[config.mk]
export PLATFORM = sky130hd
export DESIGN_NAME = mux_rr_arbiter
export DESIGN_NICKNAME = d
export VERILOG_FILES = /design/src/rtl/mux_rr_arbiter.sv
export SDC_FILE = /design/constraint.sdc
export NUM_CORES = 1
export LEC_CHECK = 0
export BUFFER_PORTS_ARGS = -buffer_cell sky130_fd_sc_hd__buf_2
export CAP_MARGIN = 20
export CORE_ASPECT_RATIO = 0.8
export CORE_MARGIN = 1.5
export CORE_UTILIZATION = 55
export CTS_BUF_LIST = sky130_fd_sc_hd__clkbuf_2
export DETAILED_ROUTE_END_ITERATION = 10
export GPL_TIMING_DRIVEN = 0
export PLACE_DENSITY = 0.78
export SLEW_MARGIN = 40
export SYNTH_ARGS = -nofsm -noshare
export SYNTH_HDL_FRONTEND = slang
export SYNTH_SLANG_ARGS = --single-unit
[constraint.sdc]
create_clock -name clk -period 4.5 [get_ports clk]
set_input_delay 0.9 -clock clk [delete_from_list [all_inputs] [get_ports clk]]
set_output_delay 0.9 -clock clk [all_outputs]
set_load 0.01 [all_outputs]
[src/rtl/mux_rr_arbiter.sv]
// mux_rr_arbiter: 8-requester round-robin arbiter driving the select lines of
// a shared 8:1 single-bit mux and registering the mux output during a grant.
// Optional feature macro: GRANT_TIMEOUT_EN (bounds each grant to MAX_HOLD cycles).
module mux_rr_arbiter #(
  parameter int unsigned MAX_HOLD = 16
) (
  input  logic       clk,
  input  logic       rst_n,
  input  logic [7:0] req,
  input  logic       mux_y,
  output logic [2:0] sel,
  output logic [7:0] grant,
  output logic       busy,
  output logic       y_q,
  output logic       done,
  output logic       timeout
);

  typedef enum logic {
    IDLE  = 1'b0,
    GRANT = 1'b1
  } state_t;

  state_t     state_q, state_d;
  logic [2:0] ptr_q, ptr_d;
  logic [2:0] sel_q, sel_d;
  logic [7:0] grant_q, grant_d;
  logic       busy_q, busy_d;
  logic       y_d;
  logic       done_q, done_d;
  logic       found;
  logic [2:0] pick;

`ifdef GRANT_TIMEOUT_EN
  logic [7:0] hold_q, hold_d;
  logic       timeout_q, timeout_d;
`endif

  if (MAX_HOLD < 2 || MAX_HOLD > 255) begin : g_max_hold_range
    $error("mux_rr_arbiter: MAX_HOLD must be within 2..255");
  end

  // Round-robin search starting just above the last granted index.
  always_comb begin
    found = 1'b0;
    pick  = '0;
    for (int unsigned i = 1; i <= 8; i++) begin
      if (!found && req[3'(ptr_q + 3'(i))]) begin
        found = 1'b1;
        pick  = 3'(ptr_q + 3'(i));
      end
    end
  end

  // Next-state and registered-output logic; pulses default low every cycle.
  always_comb begin
    state_d = state_q;
    ptr_d   = ptr_q;
    sel_d   = sel_q;
    grant_d = grant_q;
    busy_d  = busy_q;
    y_d     = y_q;
    done_d  = 1'b0;
`ifdef GRANT_TIMEOUT_EN
    hold_d    = hold_q;
    timeout_d = 1'b0;
`endif
    unique case (state_q)
      IDLE: begin
        if (found) begin
          state_d = GRANT;
          sel_d   = pick;
          grant_d = 8'(1) << pick;
          busy_d  = 1'b1;
          ptr_d   = pick;
`ifdef GRANT_TIMEOUT_EN
          hold_d  = 8'd1;
`endif
        end
      end
      GRANT: begin
        y_d = mux_y;
        if (req[sel_q]) begin
`ifdef GRANT_TIMEOUT_EN
          if (hold_q == 8'(MAX_HOLD)) begin
            // Forced end: ptr already holds sel, so this requester is searched last.
            state_d   = IDLE;
            grant_d   = '0;
            busy_d    = 1'b0;
            done_d    = 1'b1;
            timeout_d = 1'b1;
          end else if (hold_q != 8'hFF) begin
            hold_d = hold_q + 8'd1;
          end
`endif
        end else begin
          state_d = IDLE;
          grant_d = '0;
          busy_d  = 1'b0;
          done_d  = 1'b1;
        end
      end
      default: state_d = IDLE;
    endcase
  end

  // State and output registers with asynchronous active-low reset.
  always_ff @(posedge clk or negedge rst_n) begin
    if (!rst_n) begin
      state_q <= IDLE;
      ptr_q   <= 3'd7;
      sel_q   <= '0;
      grant_q <= '0;
      busy_q  <= 1'b0;
      y_q     <= 1'b0;
      done_q  <= 1'b0;
`ifdef GRANT_TIMEOUT_EN
      hold_q    <= '0;
      timeout_q <= 1'b0;
`endif
    end else begin
      state_q <= state_d;
      ptr_q   <= ptr_d;
      sel_q   <= sel_d;
      grant_q <= grant_d;
      busy_q  <= busy_d;
      y_q     <= y_d;
      done_q  <= done_d;
`ifdef GRANT_TIMEOUT_EN
      hold_q    <= hold_d;
      timeout_q <= timeout_d;
`endif
    end
  end

  assign sel   = sel_q;
  assign grant = grant_q;
  assign busy  = busy_q;
  assign done  = done_q;
`ifdef GRANT_TIMEOUT_EN
  assign timeout = timeout_q;
`else
  assign timeout = 1'b0;
`endif

endmodule

# Word level (Yosys, flattened, before mapping)
# Cells that the tools add are included.
# W data, S select, Z words.
# word_totals
reg_bits,18
input_bits,11
out_inout_bits,15
word_cells,88
# op_classes
n_addsub,7
n_lt_le_gt_ge,9
n_eq_ne,2
n_shift,1
muxes,45
n_bitwise,1
reduce_logical,16
# ops
cell,n
$lt A3 B4 Y1 const B,9
$bmux W1 S3,9
$mux W3,8
$mux W1,23
$mux W8,2
$pmux W8 S2,1
$add A3 B3 Y3 const B,4
$shl A1 B3 Y8 const A,1
$logic_and A1 B1 Y1,7
$logic_not A1 Y1,7
$add A3 B2 Y3 const B,2
$ne A2 B2 Y1 const B,2
$pmux W1 S2,2
$reduce_and A2 Y1,2
$add A3 B1 Y3 const B,1
$not A1 Y1,1

# Depth between registers and ports, before layout
# Gate-level depths: netlist of the first run.
# logic_depth
depth_word,28
depth_mapped,13
depth_no_buf,9

# Worst setup path before layout of the first run
# No wires, ideal clock.
# synth_timing
path_type,register to register
startpoint,register ptr_q[0]
endpoint,register grant_q[0] (netlist: grant[0])
setup_ps,122
t_arrival_ps,3434
required_ps,4378
path_slack_ps,944
stages_incl_launch_ff,14
n_path_buf,4
synth_period_minus_slack_ps,3556
path_cell_list,dfstp_2 buf_4 buf_4 clkinv_1 ha_1 buf_6 mux2_4 mux4_2 a2bb2oi_1 nor4_4 nor2_2 and2_1 buf_6 a32o_1
# synth_between
elab_chain_cells,28
word_cells_on_any_way,58
cone_classes,add/sub (7); eq/ne (1); shift (1); mux (34); reduce/logical (15)
# synth_rtl
element,line,text
start: declaration,25,"logic [2:0] ptr_q, ptr_d;"
start signal: assignment,123,ptr_q <= ptr_d;
$add A3 B1 Y3,"48, 50",
$bmux W1 S3,48,if (!found && req[3'(ptr_q + 3'(i))]) begin
$mux W1 (not written as such),48,
$mux W1,48,
$logic_not A1 Y1,48,
$logic_and A1 B1 Y1,48,
$mux W1,48,
$logic_not A1 Y1,48,
[12 not listed],-,
$logic_and A1 B1 Y1,48,
$mux W1,48,
$logic_not A1 Y1,48,
$logic_and A1 B1 Y1,48,
$mux W3,48,
$shl A1 B3 Y8,73,grant_d = 8'(1) << pick;
$mux W8,70,if (found) begin
$pmux W8 S2,68,unique case (state_q)
end signal: assignment,125,grant_q <= grant_d;
end: declaration,27,"logic [7:0] grant_q, grant_d;"
# Several ways; a longest one is shown, not always the timed one. The select of a mux whose other input is x is not followed.
# A chain may end at the register's enable or synchronous reset.

# Worst setup path after layout of the first run
# Ends and elaborated chain as after synthesis.

==> summary.md, run 1 <==
For this design the top-level I/O count stands at 26. The logs give 3.77 mm for the wire length reported by the detailed router and 0 for the total global routing overflow. The floorplan has 17 rows. The run finished with clean final reports. Summing all multi-input logic gate instances after layout gives 1090 um2. After filler insertion, the fill cell instance count of the layout stands at 232. Setup violations remaining at the end of the flow were counted as 0.

In this run the cell area of the synthesized design comes to 1640 um2. The xor-xnor portion of the synthesized cell area works out to 2.14%. The final count of hold timing violations was 0. The worst path uses 87.3% of the clock period. The count of unique library cells instantiated by Yosys is 48, and the synthesized netlist net count is 162. At the end of the flow, the number of nets in the layout was 191.

The number of global-route vias before repair was 1312. The synthesized area divided by synthesized cell count came out at 11.0 um2. For the final count of pins violating max slew, the log shows 0. In this run, post-CTS repair resized a total of 0 instances.

The run gives 0 as the warning count from the yosys run. The floorplan step defined a die boundary enclosing 3320 um2. The level count of the clock H-tree was 1; the x dimension of the die was 64.0 um.

Leaving out fill and tap cells, the most frequent cells in the layout are sky130_fd_sc_hd__buf_2, sky130_fd_sc_hd__dfrtp_1, sky130_fd_sc_hd__mux4_2. The run gives 58.2% as the tightest slew margin relative to the limit. Data on the critical path arrives at its endpoint at 4.12 ns. The layout-stage area growth over the synthesis result works out to 11.5%. Clock-pin slew was measured on the worst setup and hold paths at 0.17 ns. Summing over every cut layer, the via total after detailed routing is 1404.

The core area is 2790 um2, and the area fraction in compound gates after synthesis is 19.2%. In the routed layout, each cell is associated on average with a via count of 6.53. For the sequential-to-total area share from yosys stat, the log shows 27.7%.

The worst setup skew after layout came out at 0.0174 ns. Entering global routing, the biggest net connects 19 pins. The logs give 58.8% for the starting density of the core and 0 ns for the post-route setup TNS. After detailed routing, the number of remaining DRC violations is 0. Number of synthesized register bits: 18.

At the end of routability-driven placement, the weighted congestion stood at 0.864. The post-placement cell count was 211; the number of maximum-capacitance constraint violations was 0. Across every metal layer, demand over resource in global routing totals 25.4%. The basic-gate share of the synthesized area counting and, or, nand and nor cells was 12.8%. For the number of buffers inserted by hold repair at cts, the log shows 0. Setup repair after global routing left no endpoint under its margin. Summing all flip-flop and latch instances after layout gives 454 um2.

The synthesized netlist devotes 1.53% of its cell area to adder and majority cells. During placement, the flow inserted port buffers numbering 24. The path class of the tightest hold or removal check is in2async. The mux cell area share after synthesis is 30.9%.

The number of setup buffers added after CTS is 0. The worst setup path is captured at a flip-flop. The clock period minus final worst setup slack works out to 3.93 ns. The tools report the wire length of the first global-routing pass as 6.32 mm. The first-pass iteration count of the detailed router is 4, and the height of the chip is 51.8 um.

Dividing the detail-routed wire length by the instance count gives 17.5 um. TritonCTS built the clock tree. For this run, the top clock speed supported by timing is 255 MHz. The number of sinks on the clock net is 18, and the non-filler instance count after layout is 215. The remaining number of nets flagged by the antenna check after routing came out at 0. The root buffer cell chosen for the clock tree is sky130_fd_sc_hd__clkbuf_2. After technology mapping, the gate count stands at 149. The antenna diode count is 0, and the slew at the pin closest to its max-slew limit is 0.623 ns.

In this run, the number of DRC markers left after iteration 0 of detailed routing was 74. The most common cell after layout, fill and taps aside is sky130_fd_sc_hd__buf_2. CTS buffer count: 3. Dominant combinational cell family by area after synthesis: multiplexers.

Cells with a size suffix above 1 make up 39.0% of the layout. The insertion delay to the later sink of the worst-skew pair was 0.30 ns; the critical-path maximum fanout was 10. Counting along the longest clock path gives a buffer depth of 2. The critical path class is reg2reg.

The required time at the worst-slack endpoint is 4.69 ns. The category of the worst setup path launch point is a flip-flop. The initial antenna violation count is 0. Once detailed placement completed, the half-perimeter wirelength came to 3.02 mm.
[layout make-up]
cell class                 instances  share of cell area (%)
tap                               38                    2.60
inverter                           7                    1.44
buffer                             8                    3.56
sequential                        18                    24.9
multi-input combinational        116                    59.8
clock buffer                       4                    1.10
timing repair buffer              24                    6.58
[synth_stat cells, drive strengths merged]
master | number | area share, %
a2111oi | 1 | 0.53
a211oi | 4 | 1.8
a21o | 1 | 0.46
a21oi | 5 | 1.5
a221oi | 2 | 1.1
a22oi | 2 | 0.92
a2bb2oi | 2 | 1.1
a31oi | 1 | 0.38
a32o | 8 | 4.9
and2 | 4 | 1.5
buf | 7 | 3.7
clkbuf | 1 | 0.23
clkinv | 1 | 0.23
conb | 1 | 0.23
dfrtp | 15 | 23
dfstp | 3 | 4.8
ha | 2 | 1.5
inv | 6 | 1.4
mux2 | 12 | 8.7
mux2i | 7 | 4.3
mux4 | 13 | 18
nand2 | 6 | 1.4
nand2b | 3 | 1.1
nand3 | 1 | 0.31
nor2 | 10 | 2.6
nor2b | 3 | 1.1
nor3 | 2 | 0.61
nor3b | 1 | 0.46
nor4 | 4 | 2.8
o2111ai | 1 | 0.53
o211ai | 2 | 0.92
o21a | 2 | 0.92
o21ai | 5 | 1.5
o221a | 1 | 0.69
o221ai | 1 | 0.53
o22ai | 2 | 0.76
o32a | 1 | 0.61
or2 | 1 | 0.38
or3 | 1 | 0.38
xnor2 | 2 | 1.1
xor2 | 2 | 1.1
[logic make-up (layout without fill, tap and decap cells)]
kind of cell | after synthesis | in the layout
compound gates | 41 | 41
simple gates | 36 | 36
mux | 32 | 32
flops | 18 | 18
buf+inv | 15 | 43
xor+xnor | 4 | 4
fa+ha+maj | 2 | 2
other cells | 1 | 1
[flip-flops by register name, indices dropped and copies added, names as in the netlist]
register and flops:
done 1, grant 8, y_q 1, sel 3, state_q 1, busy 1
ptr_q 3
[metrics by stage]
stage               instance area [um2]  setup WS (ns)  hold slack [ns]  util, %
floorplan                          1640          0.944            0.514        -
CTS                                1830          0.591            0.493     65.5
global route                       1830          0.304            0.479     65.5
detailed placement                 1810          0.612            0.476     64.8
finish                             1830          0.571            0.486     65.5
global placement                   1810          0.673            0.472     64.8
[critical path: stages (launching register included)]
cell and delay [ns]:
sky130_fd_sc_hd__dfstp_2 0.57, sky130_fd_sc_hd__buf_4 0.18, sky130_fd_sc_hd__buf_4 0.19, sky130_fd_sc_hd__clkinv_1 0.19, sky130_fd_sc_hd__ha_1 0.40, sky130_fd_sc_hd__buf_6 0.17, sky130_fd_sc_hd__mux2_4 0.33, sky130_fd_sc_hd__mux4_2 0.48
sky130_fd_sc_hd__a2bb2oi_1 0.21, sky130_fd_sc_hd__nor4_4 0.38, sky130_fd_sc_hd__nor2_2 0.17, sky130_fd_sc_hd__and2_1 0.18, sky130_fd_sc_hd__buf_6 0.13, sky130_fd_sc_hd__a32o_1 0.25
[routing by layer]
metal,track usage (%),vias up,share of wire [%]
met3,5.41,10,8.3
met5,0,-,0
li1,-,647,-
met1,34.6,671,44
met4,6.88,0,1.1
met2,41.5,76,46
[path summary, 6_finish.rpt]
check	slack, ns	endpoint	cells after the start	startpoint
worst max-delay path	0.57	grant[0]	13	ptr_q[0]
worst min-delay path	0.49	grant[6]	1	rst_n
worst max register to register	0.57	grant[0]	13	ptr_q[0]
worst min register to register	0.51	grant[1]	1	grant[1]
max in group asynchronous	3.68	ptr_q[1]	1	rst_n
min in group clk	0.51	grant[1]	1	grant[1]
Power of run 1 is left out: the tool's default activity adds up to more than one toggle a clock period on the data nets, which glitch-free logic cannot reach.
==> run 2, diff against run 1 <==
--- a/config.mk
+++ b/config.mk
@@ -14,7 +14,8 @@
 export DETAILED_ROUTE_END_ITERATION = 10
 export GPL_TIMING_DRIVEN = 0
 export PLACE_DENSITY = 0.78
-export SLEW_MARGIN = 40
+export RECOVER_POWER = 25
+export SLEW_MARGIN = 20
 export SYNTH_ARGS = -nofsm -noshare
 export SYNTH_HDL_FRONTEND = slang
 export SYNTH_SLANG_ARGS = --single-unit
==> summary.md, run 2 (synthesis results as in run 1) <==
The remaining number of nets flagged by the antenna check after routing is 0 (unchanged). The critical path class was reg2reg. The tools report the met2 track demand over resource as 41.5% (unchanged). The logs give 4.12 ns (about the same) for the arrival time reported for the critical path endpoint and 5.41% (unchanged) for the global-route track usage on met3. The core area came out at 2790 um2 (unchanged). The category of the worst setup path launch point is a flip-flop.

For the placer's final routability congestion estimate, the log shows 0.864 (unchanged). The maximum frequency from static timing analysis was 255 MHz (unchanged). Routed length per instance: 17.5 um (about the same).

The tools report the initial DRC count as 74 (unchanged). The tools report the layout net count as 191 (unchanged). TritonCTS built the clock tree. The logs give 0 (unchanged) for the initial antenna violation count and 34.6% (unchanged) for the met1 track utilization from global routing.

Setup repair after global routing left no endpoint under its margin. In this run the most critical hold path is launched from grant[1]. The cell sitting at the root of the clock tree is a sky130_fd_sc_hd__clkbuf_2. The layout-stage area growth over the synthesis result was 11.4% (about the same). The slew at the pin closest to its max-slew limit came out at 0.914 ns (+0.291 ns). In this run the critical register-to-register path is launched from ptr_q[0]. X dimension of the die: 64.0 um (unchanged). The final critical-path share of the clock period is 87.3% (unchanged), and the final-report setup violation count is 0 (unchanged). The first-pass iteration count of the detailed router was 4 (unchanged). The largest incremental delay on the critical path works out to 0.57 ns (about the same). The run gives 0.0172 ns (-0.000195 ns) as the worst setup skew after layout. Area taken by flip-flops and latches: 454 um2 (unchanged). The post-CTS resize count was 0 (unchanged); the level count of the clock H-tree was 1 (unchanged).

met2 is the most crowded layer. The maximum buffer depth of the clock tree is 2 (unchanged). The cell with the largest stage delay on the worst path is sky130_fd_sc_hd__dfstp_2. The number of vias per cell after detailed routing was 6.53 (unchanged). Number of vias in the routed layout: 1404 (unchanged). The number of global-route vias before repair was 1312 (unchanged). The clock period minus final worst setup slack was 3.93 ns (unchanged); the pin count of the biggest net entering global routing was 19 (unchanged).

The sum of net half-perimeters after detailed placement came out at 3.02 mm (unchanged). For the wire length of the first global-routing pass, the log shows 6.32 mm (unchanged). The run gives 0 (unchanged) as the number of setup buffers added after CTS.

The height of the chip is 51.8 um (unchanged), and the antenna diode count is 0 (unchanged). The signal on the critical path passes through buf_4 -> buf_4 -> clkinv_1 -> ha_1 -> buf_6 -> mux2_4 -> mux4_2 -> a2bb2oi_1 -> nor4_4 -> nor2_2 -> and2_1 -> buf_6 -> a32o_1. The worst hold path belongs to the class reg2reg. The flow ran to the end, and the final reports show no timing, DRC or antenna violations. The die footprint is 3320 um2 (unchanged). The tools report the wire length reported by the detailed router as 3.77 mm (about the same). Sort of element at the end of the critical path: a flip-flop. The tools report the number of maximum-capacitance constraint violations as 0 (unchanged). The library cell used most frequently in the layout, excluding fill and tap cells, is sky130_fd_sc_hd__buf_2.

The fraction of final layout cells sized beyond drive strength 1 works out to 38.4% (-0.56 points). The logs give 0 (unchanged) for the final count of pins violating max slew and 1090 um2 (unchanged) for the multi-input combinational cell area. In the layout the commonest cells are sky130_fd_sc_hd__buf_2, sky130_fd_sc_hd__dfrtp_1, sky130_fd_sc_hd__mux4_2. The overall fraction of global-route tracks in use is 25.4% (unchanged). The tightest slew margin relative to the limit was 39.1% (-19 points). The critical-path maximum fanout was 10 (unchanged).

The number of sinks on the clock net is 18 (unchanged), and the post-route setup TNS is 0 ns (unchanged). The tools report the filler cell count in the final layout as 233 (+0.43%). The count of port buffers added during placement came out at 24 (unchanged). The number of flip-flops in the largest register is 8 (unchanged).

For the CTS buffer count, the log shows 3 (unchanged). The total global routing overflow was 0 (unchanged). The tools report the required time at the worst-slack endpoint as 4.69 ns (about the same). The number of buffers inserted by hold repair at cts was 0 (unchanged); the starting density of the core was 58.8% (unchanged). The tools report the number of top-level pins as 26 (unchanged).

The standard-cell row count came out at 17 (unchanged). The insertion delay to the later sink of the worst-skew pair came out at 0.30 ns (about the same). The run gives 0 (unchanged) as the final count of hold timing violations. The tools report the timing startpoint of the critical path as ptr_q[0]. The post-route DRC violation count is 0 (unchanged). The clock-pin slew on the worst setup and hold paths was 0.14 ns (-0.03 ns).
## run 2: changes by cell type in the layout (fill, tap and decap cells not counted)
cell,change
sky130_fd_sc_hd__buf_2,-1
sky130_fd_sc_hd__clkbuf_1,+1
## run 2: path summary, 6_finish.rpt
path | slack (ns) | end | cells after the start
max in group asynchronous | 3.25 | sel[0] | 1
max | 0.57 | grant[0] | 13
max reg2reg | 0.57 | grant[0] | 13
min reg2reg | 0.51 | grant[1] | 1
min in group asynchronous | 0.68 | grant[6] | 1
min | 0.51 | grant[1] | 1
## run 2: routing by layer
| metal | part of all wire (%) | up-vias |
|---|---|---|
| met5 | 0 | - |
| met4 | 1.1 | 0 |
| met3 | 8.3 | 10 |
| met2 | 46 | 76 |
| met1 | 44 | 671 |
| li1 | - | 647 |
## run 2: stage by stage
step | instance area, um2 | hold WS (ns) | utilization [%] | std cells | setup WS, ns
after floorplan | 1640 | 0.514 | - | 149 | 0.944
after global placement | 1810 | 0.472 | 64.8 | 211 | 0.673
after detailed placement | 1810 | 0.476 | 64.8 | 211 | 0.612
after CTS | 1830 | 0.493 | 65.5 | 215 | 0.591
after global routing | 1820 | 0.521 | 65.5 | 215 | 0.304
final | 1820 | 0.506 | 65.5 | 215 | 0.571
## run 2: critical path: cells and delay by family (launching register included)
kind	cells	cell delay, ns
buffers and inverters	5	0.86
DFF	1	0.57
and+or+nand+nor	3	0.73
adders and majority gates	1	0.40
muxes	2	0.81
AOI/OAI and AO/OA	2	0.46
## run 2: final cells by class
type	count	area share [%]
repair buffers	24	6.52
plain buffers	8	3.57
inverters	7	1.44
clock buffers	4	1.10
flip-flops and latches	18	24.9
well taps	38	2.61
multi-input cells	116	59.9
Power of run 2 is left out for the same reason.
